File: config.mk
export PLATFORM = sky130hd
export DESIGN_NAME = ir_nec_decoder
export DESIGN_NICKNAME = d
export VERILOG_FILES = /design/src/rtl/ir_nec_decoder.sv
export SDC_FILE = /design/constraint.sdc
export NUM_CORES = 1
export LEC_CHECK = 0
export ABC_AREA = 1
export BUFFER_PORTS_ARGS = -buffer_cell sky130_fd_sc_hd__buf_2
export CAP_MARGIN = 20
export CORE_MARGIN = 2
export CORE_UTILIZATION = 55
export CTS_BUF_LIST = sky130_fd_sc_hd__clkbuf_4
export DETAILED_ROUTE_END_ITERATION = 7
export HOLD_SLACK_MARGIN = 0.06
export PLACE_DENSITY = 0.74
export SKIP_CTS_REPAIR_TIMING = 1
export SLEW_MARGIN = 20
export SYNTH_ARGS = -nofsm -noshare
export SYNTH_HDL_FRONTEND = slang
export SYNTH_SLANG_ARGS = --single-unit
File: constraint.sdc
create_clock -name clk -period 2.3 [get_ports clk]
set_clock_uncertainty 0.05 [all_clocks]
set_input_delay 0 -clock clk [delete_from_list [all_inputs] [get_ports clk]]
set_output_delay 0 -clock clk [all_outputs]
set_load 0.02 [all_outputs]
File: src/rtl/ir_nec_decoder.sv
// NEC infrared remote decoder.
// Measures mark/space durations of the synchronized receiver output in
// prescaled ticks, validates each phase against its timing window and
// assembles the 32-bit frame LSB-first. A completed frame is held on
// `command` with `ir_ready` until the consumer acknowledges it.
module ir_nec_decoder #(
  parameter int clk_hz         = 25000000,
  parameter int tick_hz        = 100000,
  parameter int lead_mark_min  = 400,
  parameter int lead_mark_max  = 1000,
  parameter int lead_space_min = 400,
  parameter int lead_space_max = 500,
  parameter int bit_mark_min   = 40,
  parameter int bit_mark_max   = 72,
  parameter int space0_min     = 40,
  parameter int space0_max     = 72,
  parameter int space1_min     = 140,
  parameter int space1_max     = 200
) (
  input  logic        clk,
  input  logic        rst,
  input  logic        ir_in,
  input  logic        ack,
  output logic        ir_ready,
  output logic [31:0] command,
  output logic        overrun,
  output logic        frame_err
);

  // Prescaler geometry; a divide ratio of one gives a tick on every clock.
  localparam int DIV     = (clk_hz / tick_hz < 1) ? 1 : (clk_hz / tick_hz);
  localparam int PRESC_W = (DIV > 1) ? $clog2(DIV) : 1;
  localparam logic [PRESC_W-1:0] PRESC_LAST = PRESC_W'(DIV - 1);

  // Repeat-code leader space window (ticks).
  localparam int REP_SPACE_MIN = 200;
  localparam int REP_SPACE_MAX = 280;

  localparam logic [9:0] CNT_SAT = 10'd1023;

  localparam logic [2:0] S_IDLE       = 3'd0;
  localparam logic [2:0] S_LEAD_MARK  = 3'd1;
  localparam logic [2:0] S_LEAD_SPACE = 3'd2;
  localparam logic [2:0] S_BIT_MARK   = 3'd3;
  localparam logic [2:0] S_BIT_SPACE  = 3'd4;
  localparam logic [2:0] S_STOP       = 3'd5;

  logic               sync1_r;
  logic               sync2_r;
  logic               prev_r;
  logic [PRESC_W-1:0] presc_r;
  logic [9:0]         cnt_r;
  logic [2:0]         state_r;
  logic [5:0]         bit_cnt_r;
  logic [31:0]        shift_r;
  logic               ir_ready_r;
  logic [31:0]        command_r;
  logic               overrun_r;
  logic               frame_err_r;

  logic               tick_s;
  logic               fall_s;
  logic               rise_s;
  logic               edge_s;
  logic               timeout_s;
  logic [2:0]         state_n_s;
  logic [5:0]         bit_cnt_n_s;
  logic [31:0]        shift_n_s;
  logic               commit_s;
  logic               err_s;

  // Inclusive window test of a measured phase duration.
  function automatic logic in_win(input logic [9:0] v, input int lo, input int hi);
    in_win = (int'(v) >= lo) && (int'(v) <= hi);
  endfunction

  // Longest legal duration of the phase currently being measured.
  function automatic int phase_max(input logic [2:0] st);
    case (st)
      S_LEAD_MARK:  phase_max = lead_mark_max;
      S_LEAD_SPACE: phase_max = lead_space_max;
      S_BIT_MARK:   phase_max = bit_mark_max;
      S_BIT_SPACE:  phase_max = space1_max;
      S_STOP:       phase_max = bit_mark_max;
      default:      phase_max = 1023;
    endcase
  endfunction

  assign tick_s    = (presc_r == PRESC_LAST);
  assign fall_s    = prev_r & ~sync2_r;
  assign rise_s    = ~prev_r & sync2_r;
  assign edge_s    = fall_s | rise_s;
  assign timeout_s = (state_r != S_IDLE) && (int'(cnt_r) > phase_max(state_r));

  // Two-flop synchronizer plus one delayed copy for edge detection; idles high.
  always_ff @(posedge clk) begin
    if (rst) begin
      sync1_r <= 1'b1;
      sync2_r <= 1'b1;
      prev_r  <= 1'b1;
    end else begin
      sync1_r <= ir_in;
      sync2_r <= sync1_r;
      prev_r  <= sync2_r;
    end
  end

  // Free-running prescaler producing the measurement tick.
  always_ff @(posedge clk) begin
    if (rst) begin
      presc_r <= '0;
    end else if (tick_s) begin
      presc_r <= '0;
    end else begin
      presc_r <= presc_r + PRESC_W'(1);
    end
  end

  // Phase duration counter: cleared on every edge, saturating tick count.
  always_ff @(posedge clk) begin
    if (rst) begin
      cnt_r <= 10'd0;
    end else if (edge_s) begin
      cnt_r <= 10'd0;
    end else if (tick_s && (cnt_r != CNT_SAT)) begin
      cnt_r <= cnt_r + 10'd1;
    end else begin
      cnt_r <= cnt_r;
    end
  end

  // Frame state machine: validates each ended phase and shifts in data bits.
  always_comb begin
    state_n_s   = state_r;
    bit_cnt_n_s = bit_cnt_r;
    shift_n_s   = shift_r;
    commit_s    = 1'b0;
    err_s       = 1'b0;
    case (state_r)
      S_IDLE: begin
        if (fall_s) begin
          state_n_s   = S_LEAD_MARK;
          bit_cnt_n_s = 6'd0;
          shift_n_s   = 32'h0;
        end else begin
          state_n_s = S_IDLE;
        end
      end
      S_LEAD_MARK: begin
        if (edge_s) begin
          if (in_win(cnt_r, lead_mark_min, lead_mark_max)) begin
            state_n_s = S_LEAD_SPACE;
          end else begin
            state_n_s = S_IDLE;
            err_s     = 1'b1;
          end
        end else if (timeout_s) begin
          state_n_s = S_IDLE;
          err_s     = 1'b1;
        end else begin
          state_n_s = S_LEAD_MARK;
        end
      end
      S_LEAD_SPACE: begin
        if (edge_s) begin
          if (in_win(cnt_r, lead_space_min, lead_space_max)) begin
            state_n_s = S_BIT_MARK;
          end else if (in_win(cnt_r, REP_SPACE_MIN, REP_SPACE_MAX)) begin
            // Repeat code: nothing to deliver, not an error either.
            state_n_s = S_IDLE;
          end else begin
            state_n_s = S_IDLE;
            err_s     = 1'b1;
          end
        end else if (timeout_s) begin
          state_n_s = S_IDLE;
          err_s     = 1'b1;
        end else begin
          state_n_s = S_LEAD_SPACE;
        end
      end
      S_BIT_MARK: begin
        if (edge_s) begin
          if (in_win(cnt_r, bit_mark_min, bit_mark_max)) begin
            state_n_s = S_BIT_SPACE;
          end else begin
            state_n_s = S_IDLE;
            err_s     = 1'b1;
          end
        end else if (timeout_s) begin
          state_n_s = S_IDLE;
          err_s     = 1'b1;
        end else begin
          state_n_s = S_BIT_MARK;
        end
      end
      S_BIT_SPACE: begin
        if (edge_s) begin
          if (in_win(cnt_r, space0_min, space0_max) || in_win(cnt_r, space1_min, space1_max)) begin
            // Short space is a 0, long space a 1; bits arrive LSB first.
            shift_n_s   = {in_win(cnt_r, space1_min, space1_max), shift_r[31:1]};
            bit_cnt_n_s = bit_cnt_r + 6'd1;
            if (bit_cnt_r == 6'd31) begin
              commit_s  = 1'b1;
              state_n_s = S_STOP;
            end else begin
              state_n_s = S_BIT_MARK;
            end
          end else begin
            state_n_s = S_IDLE;
            err_s     = 1'b1;
          end
        end else if (timeout_s) begin
          state_n_s = S_IDLE;
          err_s     = 1'b1;
        end else begin
          state_n_s = S_BIT_SPACE;
        end
      end
      S_STOP: begin
        // The stop mark is informational only; leave quietly either way.
        if (rise_s || timeout_s) begin
          state_n_s = S_IDLE;
        end else begin
          state_n_s = S_STOP;
        end
      end
      default: begin
        state_n_s = S_IDLE;
      end
    endcase
  end

  // Frame state, bit counter and shift register.
  always_ff @(posedge clk) begin
    if (rst) begin
      state_r   <= S_IDLE;
      bit_cnt_r <= 6'd0;
      shift_r   <= 32'h0;
    end else begin
      state_r   <= state_n_s;
      bit_cnt_r <= bit_cnt_n_s;
      shift_r   <= shift_n_s;
    end
  end

  // Output holding register with acknowledge handshake and status pulses.
  always_ff @(posedge clk) begin
    if (rst) begin
      ir_ready_r  <= 1'b0;
      command_r   <= 32'h0;
      overrun_r   <= 1'b0;
      frame_err_r <= 1'b0;
    end else begin
      overrun_r   <= commit_s & ir_ready_r;
      frame_err_r <= err_s;
      if (ir_ready_r && ack) begin
        ir_ready_r <= 1'b0;
      end else if (commit_s && !ir_ready_r) begin
        ir_ready_r <= 1'b1;
      end else begin
        ir_ready_r <= ir_ready_r;
      end
      if (commit_s && !ir_ready_r) begin
        command_r <= shift_n_s;
      end else begin
        command_r <= command_r;
      end
    end
  end

  assign ir_ready  = ir_ready_r;
  assign command   = command_r;
  assign overrun   = overrun_r;
  assign frame_err = frame_err_r;

endmodule

## After elaboration in Yosys (flattened, before gate mapping)

Cells that the tools add are included.

- Bits of input ports: 4
- Output and inout bits: 35
- Word-level logic and storage cells: 102
- Register bits: 97

- Reduce and logical (&&, ||, !) cells: 20
- Bitwise operators: 6
- Equality and inequality tests: 11
- Multiplexer cells: 40
- Magnitude comparators: 10
- $add $sub $neg: 3

Operators with widths:

| cell | count |
|---|---|
| 2-to-1 mux 32 bit | 3 |
| one-hot mux 32 bit (2 select lines) | 1 |
| one-hot mux 10 bit (4 select lines) | 1 |
| greater-than comparator 11 x 32 -> 1 bit | 1 |
| 2-to-1 mux 3 bit | 9 |
| greater-or-equal comparator 10 x 8 -> 1 bit (second input constant) | 2 |
| less-or-equal comparator 10 x 9 -> 1 bit (second input constant) | 2 |
| 2-to-1 mux 6 bit | 3 |
| one-hot mux 3 bit (6 select lines) | 1 |
| 2-to-1 mux 1 bit | 16 |
| one-hot mux 6 bit (2 select lines) | 1 |
| adder 10 x 1 -> 10 bit (second input constant) | 1 |
| greater-or-equal comparator 10 x 6 -> 1 bit (second input constant) | 1 |
| greater-or-equal comparator 10 x 9 -> 1 bit (second input constant) | 1 |
| less-or-equal comparator 10 bit (second input constant) | 1 |
| less-or-equal comparator 10 x 7 -> 1 bit (second input constant) | 1 |
| less-or-equal comparator 10 x 8 -> 1 bit (second input constant) | 1 |
| inequality test 10 bit (second input constant) | 1 |
| logical AND 1 bit | 9 |
| adder 8 x 1 -> 8 bit (second input constant) | 1 |
| equality test 8 bit (second input constant) | 1 |
| 2-to-1 mux 2 bit | 4 |
| OR reduction 2 bit | 4 |
| adder 6 x 1 -> 6 bit (second input constant) | 1 |
| 15 further kinds | 23 |

## Longest topological paths before layout

- Depth after elaboration: 8
- Gate-level depth with buffers: 16
- Mapped depth without buffers: 16

## Worst setup path after synthesis

Ideal clock, no wire load.

- Kind: register -> register
- Start point: reg state_r[2]
- End point: reg frame_err_r, in the netlist frame_err
- Buffers on the path: 0
- Period minus slack after synthesis: 2.042 ns
- Stages on the path, launching flop included: 16
- Library setup time: 0.133 ns
- Setup slack: 0.258 ns
- Data required time: 2.117 ns
- Arrival time: 1.859 ns
- Cell sequence: dfxtp_1 -> inv_1 -> nand3_1 -> nand2_1 -> nor2_1 -> a21oi_1 -> ha_1 -> nand2_1 -> nor3_1 -> nand2_1 -> nor2_1 -> nor2_1 -> nand2_1 -> nand2_1 -> nand3_1 -> a21oi_1

- Word-level cells in the longest chain between the ends: 8
- Elaborated cells between the ends (all ways): 16
- Classes of those cells: order compare: 1; eq/ne: 5; mux: 7; reduce/logical: 3

Ends and longest elaborated chain:

| element | line | source |
|---|---|---|
| from (decl) | 53 | `logic [2:0] state_r;` |
| from (signal assigned) | 241 | `state_r <= state_n_s;` |
| equality test 3 bit / equality test 3 x 2 -> 1 bit (equally long branches) | 79, 139 |  |
| OR reduction 2 bit (no source line) | -- |  |
| one-hot mux 10 bit (4 select lines) | 79 | `case (st)` |
| greater-than comparator 11 x 32 -> 1 bit | 93 | `assign timeout_s = (state_r != S_IDLE) && (int'(cnt_r) > phase_max(state_r));` |
| logical AND 1 bit | 93 |  |
| 2-to-1 mux 1 bit | -- |  |
| 2-to-1 mux 1 bit, on equally long branches | -- |  |
| one-hot mux 1 bit (4 select lines) (*) | 139 | `case (state_r)` |
| to (signal assigned) | 256 | `frame_err_r <= err_s;` |
| to (decl) | 59 | `logic frame_err_r;` |

Mark *: on every way between the ends. The rest lies on a longest branch, timed or not.
A chain may end at the register's enable or synchronous reset.

## Final worst setup path

- Start point: reg sync2_r
- End point: reg command_r[30], in the netlist command[30]

- Word-level cells in the longest chain between the ends: 6
- Elaborated cells between the ends (all ways): 10
- Classes of those cells: mux: 5; bitwise: 4; reduce/logical: 1

Ends and longest elaborated chain:

| element | line | source |
|---|---|---|
| from (decl) | 49 | `logic sync2_r;` |
| from (signal assigned) | 103 | `sync2_r <= sync1_r;` |
| inverter 1 bit | 90 | `assign fall_s = prev_r & ~sync2_r;` |
| bitwise AND 1 bit | 90 |  |
| bitwise OR 1 bit | 92 | `assign edge_s = fall_s \| rise_s;` |
| 2-to-1 mux 1 bit | 198 | `if (edge_s) begin` |
| 2-to-1 mux 1 bit | 139 |  |
| logical AND 1 bit | 264 | `if (commit_s && !ir_ready_r) begin` |
| to (signal assigned) | 265 | `command_r <= shift_n_s;` |
| to (signal assigned) | 267 | `command_r <= command_r;` |
| to (decl) | 57 | `logic [31:0] command_r;` |

Several ways; a longest one is shown, not always the timed one.

==> flow_metrics.py <==
metrics = {
    "grt": {
        "grt_usage": 0.238,
        "grt_pass1_vias": 3811,
        "antenna_found_initial": 0,
        "grt_max_degree": 34,
        "grt_first_pass_wirelength_um": 17100,
        "grt_overflow": 0,
    },
    "synth": {
        "yosysSeqAreaShare": 0.424,
        "yosys_warnings": 0,
        "syn-num-nets": 667,
        "synth_top_family_by_area": "simple AND/OR/NAND/NOR gates",
        "synthFlopType": "dfxtp_1",
        "async_reset_ff_frac": 0,
        "synthAdderAreaFrac": 0.0382,
        "synthSimpleGateAreaFrac": 0.276,
        "synth.distinct_cells": 35,
        "synth_mux_area_frac": 0,
        "synth-seq-cells": 97,
        "avgSynthCellArea_um2": 7.06,
        "synth_compound_area_frac": 0.138,
        "synth_edf_count": 0,
        "synth-xor-area-share": 0.00382,
        "syn-cell-area_um2": 4580,
        "netlist_instances": 649,
    },
    "clock_network": {
        "clk_pin_slew_ns": 0.16,
        "cts_tree": "built",
        "cts_buffer_depth": 2,
        "cts_sinks": 97,
        "h-tree-depth": 3,
        "clkLatencyLatePin_ns": 0.45,
        "cts-root-buf": "clkbuf_4",
        "cts_made_buffers": 9,
    },
    "drt": {
        "drc": 0,
        "routedWlPerCell_um": 12.3,
        "vias": 4093,
        "viasPerCell": 5.10,
        "drtIter0Drc": 246,
        "drt_pre_antenna_iters": 5,
        "antenna_left": 0,
        "wirelength_um": 9910,
    },
    "worst_hold_path": {
        "min_path_type": "input port to register",
    },
    "die": {
        "die_h_um": 95.3,
        "rows": 33,
        "die_area_um2": 9080,
        "core_area_um2": 8130,
        "die_x_um": 95.3,
        "initial_core_util": 0.564,
        "io_pins": 39,
    },
    "sta": {
        "final.min_clock_period_ns": 2.19,
        "worst_slew_pin_slew_ns": 0.522,
        "whs_ns": 0.226,
        "layout_setup_ws_ns": 0.114,
        "finalSetupViolCount": 0,
        "fin_crit_sh": 0.950,
        "final_hold_viol_count": 0,
        "worst_slew_margin_rel": 0.652,
        "finalMaxSlewViolations": 0,
        "clock.fmax_ghz": 0.457,
    },
    "setup_path": {
        "worstPathArrival_ns": 2.52,
        "required_ns": 2.64,
        "end_kind": "register",
        "path_max_fanout": 14,
        "critPathLaunchType": "register",
        "criticalPathCategory": "register to register",
    },
    "finish": {
        "fin_area_um2": 5100,
        "final_cell_mix": "nor2_1, inv_1, nand2_1, dfxtp_1, o21ai_0",
        "diodes": 0,
        "area_growth_pct": 11.2,
        "utilization": 0.627,
        "multi_input_area_um2": 2150,
        "fill_cells": 747,
        "nets": 711,
        "ff_latch_area_um2": 1950,
        "final_layout_size_suffix_gt1_frac": 0.155,
        "final_common_cell": "nor2_1",
    },
    "place": {
        "hpwl_um": 6820,
        "io_buffers": 38,
        "dp_slack_ns": -0.0696,
        "place_area_um2": 4840,
        "gp_congestion": 0.927,
    },
    "status": {
        "status": "complete, no violations",
    },
    "pwr": {
        "p_leak_nw": 2.37,
        "powerDensity_nw_per_um2": 522,
        "ir_worst_vdd_v": 0.000285,
        "p_seq_frac": 0.637,
        "p_int_mw": 1.96,
        "switching_power_uw": 698,
        "pwr-share-clk": 0.326,
        "combPwrFrac": 0.037,
        "swShare": 0.262,
    },
    "job": {
        "cap_violations": 0,
    },
}
-- area by class of cell --
cell class | count | area share
Sequential cell | 97 | 0.383
Tap cell | 105 | 0.0258
Timing Repair Buffer | 57 | 0.0675
Clock buffer | 9 | 0.0132
Clock inverter | 7 | 0.0128
Multi-Input combinational cell | 424 | 0.421
Inverter | 104 | 0.0770
-- logic make-up (layout without fill, tap and decap cells) --
group,after synthesis,in the layout
simple gates,285,285
compound gates,123,123
flops,97,97
xor+xnor,2,2
fa+ha+maj,14,14
buf+inv,128,177
-- metal layers --
layer,GRT usage,up-vias,share of wire
li1,-,2147,-
met2,0.379,95,0.46
met3,0.0403,12,0.044
met4,0.0821,0,0.016
met5,0,-,0
met1,0.328,1839,0.48
-- state kept, by name (all words and copies together), names as in the netlist --
register   cells
presc_r        8
shift_r       32
overrun        1
bit_cnt_r      6
frame_err      1
sync2_r        1
command       32
sync1_r        1
state_r        3
ir_ready       1
cnt_r         10
prev_r         1
-- critical path, cell delays in order, from the launching register on --
cell	delay, ns
dfxtp_1	0.37
inv_1	0.06
ha_1	0.36
nor3_2	0.24
nand3_2	0.18
nand2_4	0.14
nand3_4	0.12
nor2_8	0.14
buf_4	0.23
o21ai_0	0.11
nor2_1	0.12
-- stage by stage --
stage | instances | setup TNS [ns] | power, mW
detailed placement | 781 | -0.135 | 1.83
floorplan | 649 | 0 | 1.80
CTS | 797 | -0.309 | 2.68
global placement | 781 | 0 | 1.82
finish | 803 | 0 | 2.66
global route | 803 | -0.0341 | 2.78
-- Yosys cell counts, types with 2 or more instances --
master	count	area share
nor2_1	116	0.095
nand2_1	102	0.084
inv_1	101	0.083
dfxtp_1	97	0.42
o21ai_0	62	0.068
o21ai_1	31	0.034
nand3_1	28	0.031
a21oi_1	25	0.027
ha_1	14	0.038
nor3_1	9	0.0098
nand4_1	8	0.011
clkbuf_1	7	0.0057
buf_6	6	0.015
buf_4	5	0.0082
nor3b_1	5	0.0082
buf_2	3	0.0033
nand2_4	3	0.0074
nor3_2	3	0.0066
or2_2	3	0.0041
buf_1	2	0.0016
inv_2	2	0.0016
nand2_2	2	0.0027
nand3_2	2	0.0044
xnor2_1	2	0.0038
-- power by group through the flow --
stage	Clock (mW)	Combinational, mW	Sequential, mW
after floorplan	0	0.0666	1.73
after global placement	0	0.0905	1.73
after detailed placement	0	0.0915	1.73
after CTS	0.891	0.0916	1.70
after global routing	0.972	0.111	1.70
final	0.868	0.0981	1.70
-- worst paths after layout --
path                                                  to  slack, ns  depth (start not counted)                from
worst max-delay path            command[30]$_SDFFE_PP0P_       0.11                         10  sync2_r$_SDFF_PP1_
worst min-delay path               ir_ready$_SDFFE_PP0P_       0.23                          3                 ack
worst max register to register  command[30]$_SDFFE_PP0P_       0.11                         10  sync2_r$_SDFF_PP1_
worst min register to register        sync2_r$_SDFF_PP1_       0.37                          1  sync1_r$_SDFF_PP1_
No activity file was read; power rests on OpenSTA's default activity.
